<file path="src/rtl/ahb_sram_ctrl.sv">
// ahb_sram_ctrl
// AHB-Lite slave that maps a linear, size-aligned address region onto
// NUM_BANKS single-port synchronous SRAM banks (one-cycle read latency).
// Reads access the SRAM in the address-phase cycle and return data with
// zero wait states. Writes access the SRAM in the data phase. A read that
// directly follows a write stalls for one cycle because the port is busy.
// Out-of-range, oversize or misaligned transfers get a two-cycle ERROR.
//
// Ports
//   hclk, hreset          clock, asynchronous active-high reset
//   hsel .. hready        AHB-Lite address/control inputs, hwdata (data phase)
//   hrdata, hreadyout,    AHB-Lite slave response
//   hresp
//   mem_cs/we/be/addr/    SRAM bank port (one-hot bank select, byte strobes)
//   mem_wdata, mem_rdata
//
// state   | meaning
// IDLE    | no data phase pending
// READ    | read data phase, hrdata from latched bank
// WRITE   | write data phase, SRAM written from latched address
// RSTALL  | read deferred behind a write, SRAM read issued, hreadyout low
// ERR1    | first ERROR cycle, hreadyout low
// ERR2    | second ERROR cycle, may accept a new transfer
module ahb_sram_ctrl #(
    parameter int unsigned DATA_W    = 32,
    parameter int unsigned BANK_AW   = 12,
    parameter int unsigned NUM_BANKS = 4,
    parameter logic [31:0] BASE_ADDR = 32'h2000_0000
) (
    input  logic                          hclk,
    input  logic                          hreset,
    input  logic                          hsel,
    input  logic [31:0]                   haddr,
    input  logic [1:0]                    htrans,
    input  logic [2:0]                    hsize,
    input  logic                          hwrite,
    input  logic [DATA_W-1:0]             hwdata,
    input  logic                          hready,
    output logic [DATA_W-1:0]             hrdata,
    output logic                          hreadyout,
    output logic                          hresp,
    output logic [NUM_BANKS-1:0]          mem_cs,
    output logic                          mem_we,
    output logic [DATA_W/8-1:0]           mem_be,
    output logic [BANK_AW-1:0]            mem_addr,
    output logic [DATA_W-1:0]             mem_wdata,
    input  logic [NUM_BANKS*DATA_W-1:0]   mem_rdata
);

    localparam int unsigned BW        = DATA_W / 8;
    localparam int unsigned OFF       = $clog2(BW);
    localparam int unsigned BK        = $clog2(NUM_BANKS);
    localparam int unsigned BKW       = (BK == 0) ? 1 : BK;
    localparam int unsigned REGION_AW = OFF + BANK_AW + BK;
    localparam logic [2:0]  OFF3      = 3'(OFF);
    localparam logic [NUM_BANKS-1:0] CS_ONE = NUM_BANKS'(1);

    typedef enum logic [2:0] {
        ST_IDLE, ST_READ, ST_WRITE, ST_RSTALL, ST_ERR1, ST_ERR2
    } state_t;

    state_t             state_q, state_d;
    logic [BANK_AW-1:0] addr_q;
    logic [BKW-1:0]     bank_q;
    logic [BW-1:0]      be_q;
    logic               hreadyout_q, hresp_q;

    logic               valid_ap, ap_err, range_err, size_err, align_err;
    logic [7:0]         size_mask;
    logic [BKW-1:0]     ap_bank;
    logic [BANK_AW-1:0] ap_word;
    logic [BW-1:0]      be_base, ap_be;
    logic               take, rd_now;
    logic               unused_bits;

    // ---------------- address-phase decode ----------------
    assign valid_ap  = hsel & hready & htrans[1];
    assign range_err = haddr[31:REGION_AW] != BASE_ADDR[31:REGION_AW];
    assign size_err  = hsize > OFF3;
    assign size_mask = (8'd1 << hsize) - 8'd1;
    assign align_err = |(haddr[OFF-1:0] & size_mask[OFF-1:0]);
    assign ap_err    = range_err | size_err | align_err;
    assign ap_word   = haddr[OFF +: BANK_AW];
    assign ap_bank   = (BK == 0) ? '0 : haddr[OFF+BANK_AW +: BKW];

    // 2^hsize bytes of ones, shifted to the addressed byte lane
    assign be_base   = ~({BW{1'b1}} << (32'd1 << hsize));
    assign ap_be     = be_base << haddr[OFF-1:0];

    assign unused_bits = &{1'b0, htrans[0], size_mask[7:OFF]};

    // ---------------- next state ----------------
    always_comb begin
        state_d = state_q;
        take    = 1'b0;
        case (state_q)
            ST_RSTALL: state_d = ST_READ;
            ST_ERR1:   state_d = ST_ERR2;
            default: begin
                state_d = ST_IDLE;
                if (valid_ap) begin
                    if (ap_err) begin
                        state_d = ST_ERR1;
                    end else if (hwrite) begin
                        state_d = ST_WRITE;
                        take    = 1'b1;
                    end else if (state_q == ST_WRITE) begin
                        state_d = ST_RSTALL;
                        take    = 1'b1;
                    end else begin
                        state_d = ST_READ;
                        take    = 1'b1;
                    end
                end
            end
        endcase
    end

    // Address-phase read goes straight to the SRAM; gated by hreset so a
    // selected bus during reset cannot strobe a bank.
    assign rd_now = (state_d == ST_READ) && (state_q != ST_RSTALL) && !hreset;

    // ---------------- state and registered outputs ----------------
    always_ff @(posedge hclk or posedge hreset) begin
        if (hreset) begin
            state_q     <= ST_IDLE;
            addr_q      <= '0;
            bank_q      <= '0;
            be_q        <= '0;
            hreadyout_q <= 1'b1;
            hresp_q     <= 1'b0;
        end else begin
            state_q     <= state_d;
            hreadyout_q <= !((state_d == ST_ERR1) || (state_d == ST_RSTALL));
            hresp_q     <= (state_d == ST_ERR1) || (state_d == ST_ERR2);
            if (take) begin
                addr_q <= ap_word;
                bank_q <= ap_bank;
                be_q   <= hwrite ? ap_be : '0;
            end
        end
    end

    // ---------------- SRAM port ----------------
    always_comb begin
        mem_cs   = '0;
        mem_we   = 1'b0;
        mem_be   = '0;
        mem_addr = addr_q;
        if (state_q == ST_WRITE) begin
            mem_cs = CS_ONE << bank_q;
            mem_we = 1'b1;
            mem_be = be_q;
        end else if (state_q == ST_RSTALL) begin
            mem_cs = CS_ONE << bank_q;
        end else if (rd_now) begin
            mem_cs   = CS_ONE << ap_bank;
            mem_addr = ap_word;
        end
    end

    always_comb begin
        hrdata = '0;
        if (state_q == ST_READ) begin
            hrdata = mem_rdata[int'(bank_q)*DATA_W +: DATA_W];
        end
    end

    assign mem_wdata = hwdata;
    assign hreadyout = hreadyout_q;
    assign hresp     = hresp_q;

endmodule
</file>
<file path="config.mk">
export PLATFORM = sky130hd
export DESIGN_NAME = ahb_sram_ctrl
export DESIGN_NICKNAME = d
export VERILOG_FILES = /design/src/rtl/ahb_sram_ctrl.sv
export SDC_FILE = /design/constraint.sdc
export NUM_CORES = 1
export LEC_CHECK = 0
export BUFFER_PORTS_ARGS = -buffer_cell sky130_fd_sc_hd__buf_4
export CAP_MARGIN = 5
export CORE_AREA = 4 4 110 112
export DETAILED_ROUTE_END_ITERATION = 12
export DIE_AREA = 0 0 114 116
export HOLD_SLACK_MARGIN = 0.12
export PLACE_DENSITY = 0.62
export SYNTH_ARGS = -nofsm -noshare
export SYNTH_HDL_FRONTEND = slang
export SYNTH_SLANG_ARGS = --single-unit
</file>
<file path="constraint.sdc">
create_clock -name hclk -period 3.8 [get_ports hclk]
set_input_delay 0 -clock hclk [delete_from_list [all_inputs] [get_ports hclk]]
set_output_delay 0 -clock hclk [all_outputs]
set_load 0.1 [all_outputs]
</file>
# Word-level counts from Yosys, hierarchy flattened
# Cells that the tools add are included.
[totals]
reg_bits = 23
inputBits = 202
out_inout_bits = 87
[classes]
add_sub_neg = 1
n_lt_le_gt_ge = 1
eq_ne = 10
n_shift = 7
muxes = 18
bitwise = 6
reduce_logical = 8
[ops]
columns = ["operator", "count"]
rows = [
  ["variable part select 128 x 8 -> 32 bit", 1],
  ["two-way mux 12 bit", 3],
  ["two-way mux 32 bit", 1],
  ["<< shifter 1 x 3 -> 32 bit, first input constant", 1],
  ["<< shifter 4 x 32 -> 4 bit, first input constant", 1],
  ["two-way mux 4 bit", 5],
  ["inequality test 16 x 14 -> 1 bit, second input constant", 1],
  ["== test 3 x 2 -> 1 bit, second input constant", 3],
  ["== test 3 bit, second input constant", 3],
  ["<< shifter 1 x 2 -> 4 bit, first input constant", 2],
  ["== test 3 x 1 -> 1 bit, second input constant", 2],
  ["two-way mux 3 bit", 2],
  ["one-hot mux 3 bit (2 select lines)", 1],
  ["two-way mux 1 bit", 4],
  ["two-way mux 2 bit", 2],
  ["NOT 4 bit", 1],
  ["OR reduction 2 bit", 2],
  ["<< shifter 4 x 2 -> 4 bit", 1],
  ["greater-than comparator 3 x 2 -> 1 bit, second input constant", 1],
  ["inequality test 3 x 2 -> 1 bit, second input constant", 1],
  ["<< shifter 1 x 3 -> 2 bit, first input constant", 1],
  ["AND 1 bit", 2],
  ["AND 2 bit", 1],
  ["logical AND 1 bit", 2],
  ["other kinds (4)", 7],
]

# Logic depth before layout (Yosys ltp)
[logic_depth]
word_depth = 14
ltp_mapped = 6

# Least setup slack after synthesis
# No wires, ideal clock.
[synth_timing]
path_kind = "reg-to-output"
start = "register state_q[2]"
end = "output port mem_cs[3]"
arrival_ps = 3660
t_required_ps = 3800
path_slack_ps = 140
stages_incl_launch_ff = 7
path_buffers = 2
cell_sequence = "dfrtp_1 -> or3b_2 -> nand3_1 -> or4_1 -> buf_6 -> buf_12 -> o31ai_1"
[synth_via]
elab_chain_cells = 12
[synth_rtl]
columns = ["item", "line_no", "rtl"]
rows = [
  ["start, declared", "62", "state_t state_q, state_d;"],
  ["start signal, assigned", "133", "state_q <= state_d;"],
  ["== test 3 x 2 -> 1 bit", "107, 150", ""],
  ["two-way mux 2 bit", "107", "end else if (state_q == ST_WRITE) begin"],
  ["two-way mux 2 bit", "104", "end else if (hwrite) begin"],
  ["two-way mux 3 bit", "102", "if (ap_err) begin"],
  ["two-way mux 3 bit", "101", "if (valid_ap) begin"],
  ["one-hot mux 3 bit (2 select lines)", "96", "case (state_q)"],
  ["== test 3 x 1 -> 1 bit", "121", "assign rd_now = (state_d == ST_READ) && (state_q != ST_RSTALL) && !hreset;"],
  ["logical AND 1 bit (2 in a row)", "121", ""],
  ["two-way mux 4 bit", "156", "end else if (rd_now) begin"],
  ["two-way mux 4 bit", "154", "end else if (state_q == ST_RSTALL) begin"],
  ["two-way mux 4 bit *", "150", "if (state_q == ST_WRITE) begin"],
  ["end, declared", "42", "output logic [NUM_BANKS-1:0] mem_cs,"],
]
# Mark *: on every way between the ends. The rest lies on a longest branch, timed or not.

# Worst setup path in the final report
[layout_timing]
start = "register state_q[0]"
end = "output port mem_addr[0]"
[layout_via]
elab_chain_cells = 12
[layout_rtl]
columns = ["item", "line_no", "rtl"]
rows = [
  ["== test 3 x 2 -> 1 bit", "107, 150", ""],
  ["two-way mux 2 bit", "107", ""],
  ["two-way mux 2 bit", "104", ""],
  ["two-way mux 3 bit", "102", ""],
  ["two-way mux 3 bit", "101", ""],
  ["one-hot mux 3 bit (2 select lines)", "96", ""],
  ["== test 3 x 1 -> 1 bit", "121", ""],
  ["logical AND 1 bit (2 in a row)", "121", ""],
  ["two-way mux 12 bit", "156", ""],
  ["two-way mux 12 bit", "154", ""],
  ["two-way mux 12 bit *", "150", ""],
  ["end, declared", "45", "output logic [BANK_AW-1:0] mem_addr,"],
]
# Marks and branches as above.

==> flow_summary.toml <==
[run_status]
run_status = "finished clean"

[worst_hold_path]
min-delay-path-class = "primary input to register"

[clock_network]
cts_buffer_depth = 2
post_cts.resized_instances = 0
clk_latency_ns = 0.25
clock_tree.htree_level_count = 1
tritoncts.num_buffers = 3
clock-sinks = 23
clk_transition_reported_paths_ns = 0.06
cts-root-buf = "sky130_fd_sc_hd__clkbuf_16"
number_of_buffers_added_for_setup_after_cts = 0
cts.hold.buffers_added = 48
clock_tree_from_tritoncts = "built"

[logic_synthesis]
post_synth.cell_area_avg_um2 = 11.34
yosys_most_used_dff = "sky130_fd_sc_hd__dfrtp_1"
synth_enable_flop_cells = 0
synthCells = 230
synth_top_cells_by_count = "36 x sky130_fd_sc_hd__and3_1, 33 x sky130_fd_sc_hd__buf_4, 32 x sky130_fd_sc_hd__mux4_2"
post_synth_instance_area_um2 = 2609
netlist.top_cell.by_area = "sky130_fd_sc_hd__mux4_2"
ys_async_sr_fraction = 1.000
share_of_the_synthesized_area_in_the_top_cell_type = 0.2763
synthesis.nets = 432
synth_area_leaders = "sky130_fd_sc_hd__mux4_2 28%, sky130_fd_sc_hd__dfrtp_1 21%, sky130_fd_sc_hd__mux2_2 10%"
yosys_register_bits = 23
yosys_cell_types = 41
most_frequent_cell_after_synthesis = "sky130_fd_sc_hd__and3_1"
sequential_cell_area_fraction_in_the_yosys_report = 0.2211
synth.yosys.warnings = 0

[setup_path]
cp-end-kind = "primary output"
worst_path_largest_cell_delay_ns = 0.64
r2r_start = "state_q[0]"
setup_slack_reg_to_reg_ns = 1.44
critical_path.max_fanout = 16
rr_worst_depth = 4
criticalPathCategory = "register to primary output"
worstSetupEndpoint = "mem_addr[0]"
data_required_time_of_the_critical_path_ns = 3.80
critical_path.reg2reg.endpoint = "addr_q[9]"
worstSetupStartpointType = "register"
critical-path-slowest-cell = "sky130_fd_sc_hd__or4_1"
critical_path.cell_chain = "or3b_2 > nand3_1 > or4_1 > mux2_2 > buf_4"
cp.arrival_ns = 2.68
startpoint = "state_q[0]"

[route]
totalWireLength_mm = 11.52
detailroute.wirelength.met2_mm = 6.089
post-route-drc-count = 0
detail_route.first_pass.iterations = 4
via_per_inst = 4.807
highest-signal-layer = "met5"
detailedRoute.firstIterationViolations = 127
met3WireLength_mm = 1.186
antenna_violating_nets_post_route = 0
wl_per_cell_um = 19.16
detailed_routing_wirelength_on_met1_mm = 3.922
routed-via-count = 2889

[layout]
filler_cell_count = 1049
layout.nets = 661
area_delta_synth_final_pct = 80.48
number_of_diodes_added_for_antenna_fixing = 0
drive_gt1_frac = 0.6594

[sta]
rsz_0062_raised_after_global_routing = "no"
finalSetupViolations = 0
final.hold.worst_slack_ns = 0.1570
min_period_over_period = 0.7046
period_needed_ns = 2.677
final_sum_of_negative_setup_slack_ns = 0
fmax_mhz = 373.5
clock-skew-final_ns = 0.003032
max_slew_headroom_at_the_worst_pin = 0.1947
timing_worst_slew_pin_value_ns = 1.199
maxSlewViolCount = 0
finalHoldViolations = 0

[floorplan]
fp.dieW_um = 114
die_h_um = 116
floorplan.io_pins = 289
core_um2 = 11220
floorplan.initialDensity = 0.2324
fp-row-count = 39
fp.dieArea_um2 = 13220

[pwr]
p_leak_nw = 2.361
irDropWorstVdd_v = 0.0003088
power.density_nw_per_um2 = 376.5

[global_route]
overflow = 0
maximum_number_of_pins_on_one_net_before_global_route_repair = 33
first_global_vias = 3063
grt_usage = 0.1567
initial_antenna_violation_count = 2
grt_pass1_wl_mm = 16.41

[job]
max_cap_violations = 0

[placement]
final_gp_congestion = 0.8149
buffer_ports.inserted = 223
hpwlAfterDp_mm = 9.156
-- registers in the layout, indices dropped and copies added (netlist names) --
| name | count |
|---|---|
| hreadyout | 1 |
| be_q | 4 |
| addr_q | 12 |
| hresp | 1 |
| bank_q | 2 |
| state_q | 3 |
-- cells in the final DEF (no fill, tap or decap), types with 2 or more instances in the layout --
cell	netlist	layout
sky130_fd_sc_hd__a21oi_1	2	2
sky130_fd_sc_hd__and3_1	36	36
sky130_fd_sc_hd__buf_4	33	226
sky130_fd_sc_hd__clkbuf_16	0	3
sky130_fd_sc_hd__dfrtp_1	22	21
sky130_fd_sc_hd__dlygate4sd3_1	0	48
sky130_fd_sc_hd__inv_1	3	3
sky130_fd_sc_hd__mux2_2	24	24
sky130_fd_sc_hd__mux2_4	6	6
sky130_fd_sc_hd__mux4_2	32	32
sky130_fd_sc_hd__nand2_1	6	6
sky130_fd_sc_hd__nand2b_1	2	2
sky130_fd_sc_hd__nand3_1	4	4
sky130_fd_sc_hd__nor2_1	12	11
sky130_fd_sc_hd__nor4_1	2	2
sky130_fd_sc_hd__o21ai_0	3	3
sky130_fd_sc_hd__o311ai_0	3	3
sky130_fd_sc_hd__o31ai_1	2	2
sky130_fd_sc_hd__o41ai_2	2	2
-- worst max-delay path, delay by kind of cell, from the launching register on --
family / cells / cell delay (ns)
flops: 1 / 0.47
mux: 1 / 0.42
buf+inv: 1 / 0.23
simple gates: 3 / 1.29
-- layout make-up --
type	count	area [µm²]	area share
Multi-Input combinational cell	154	1684	0.3577
Tap cell	143	178.9	0.03800
Clock buffer	4	78.83	0.01674
Timing Repair Buffer	274	2177	0.4624
Inverter	3	11.26	0.002392
Sequential cell	23	578.1	0.1228
-- stage by stage --
stage | setup slack, ns | utilization | cells | total power [mW] | cell area [µm²]
floorplan | 0.1405 | - | 230 | 1.208 | 2609
global placement | 1.388 | 0.3697 | 549 | 1.371 | 4149
detailed placement | 1.383 | 0.3697 | 549 | 1.378 | 4149
CTS | 1.099 | 0.4195 | 601 | 1.785 | 4708
global route | 0.9741 | 0.4195 | 601 | 1.844 | 4708
finish | 1.123 | 0.4195 | 601 | 1.773 | 4708
-- per-layer routing --
| metal | vias to the layer above | track usage |
|---|---|---|
| li1 | 1320 | - |
| met1 | 1390 | 0.1742 |
| met2 | 155 | 0.2900 |
| met3 | 20 | 0.04543 |
| met4 | 4 | 0.04513 |
| met5 | - | 0 |
-- where the power goes --
group | leakage, nW | switching [mW] | total [mW] | internal [mW]
logic | 2.01 | 0.935 | 1.26 | 0.327
registers | 0.311 | 0.0211 | 0.283 | 0.262
clock network | 0.0382 | 0.0850 | 0.228 | 0.143
total | 2.36 | 1.04 | 1.77 | 0.732
-- kinds of logic after synthesis --
group | Yosys count | share of synthesized area
buffers and inverters | 53 | 0.1343
AO/OA/AOI/OAI | 19 | 0.05900
multiplexers | 62 | 0.4144
AND/OR/NAND/NOR | 73 | 0.1712
flip-flops | 23 | 0.2211
-- worst min-delay path by stage --
stage               slack, ns            end  startpoint  depth (start not counted)
global route             0.18        be_q[0]    haddr[0]                          3
CTS                      0.15        be_q[0]    haddr[0]                          3
global placement       0.0007  mem_wdata[18]  hwdata[18]                          0
detailed placement     0.0007  mem_wdata[18]  hwdata[18]                          0
floorplan               0.001      addr_q[0]      hreset                          1
finish                   0.16        be_q[0]    haddr[0]                          3
(Power assumes the default switching activity.)
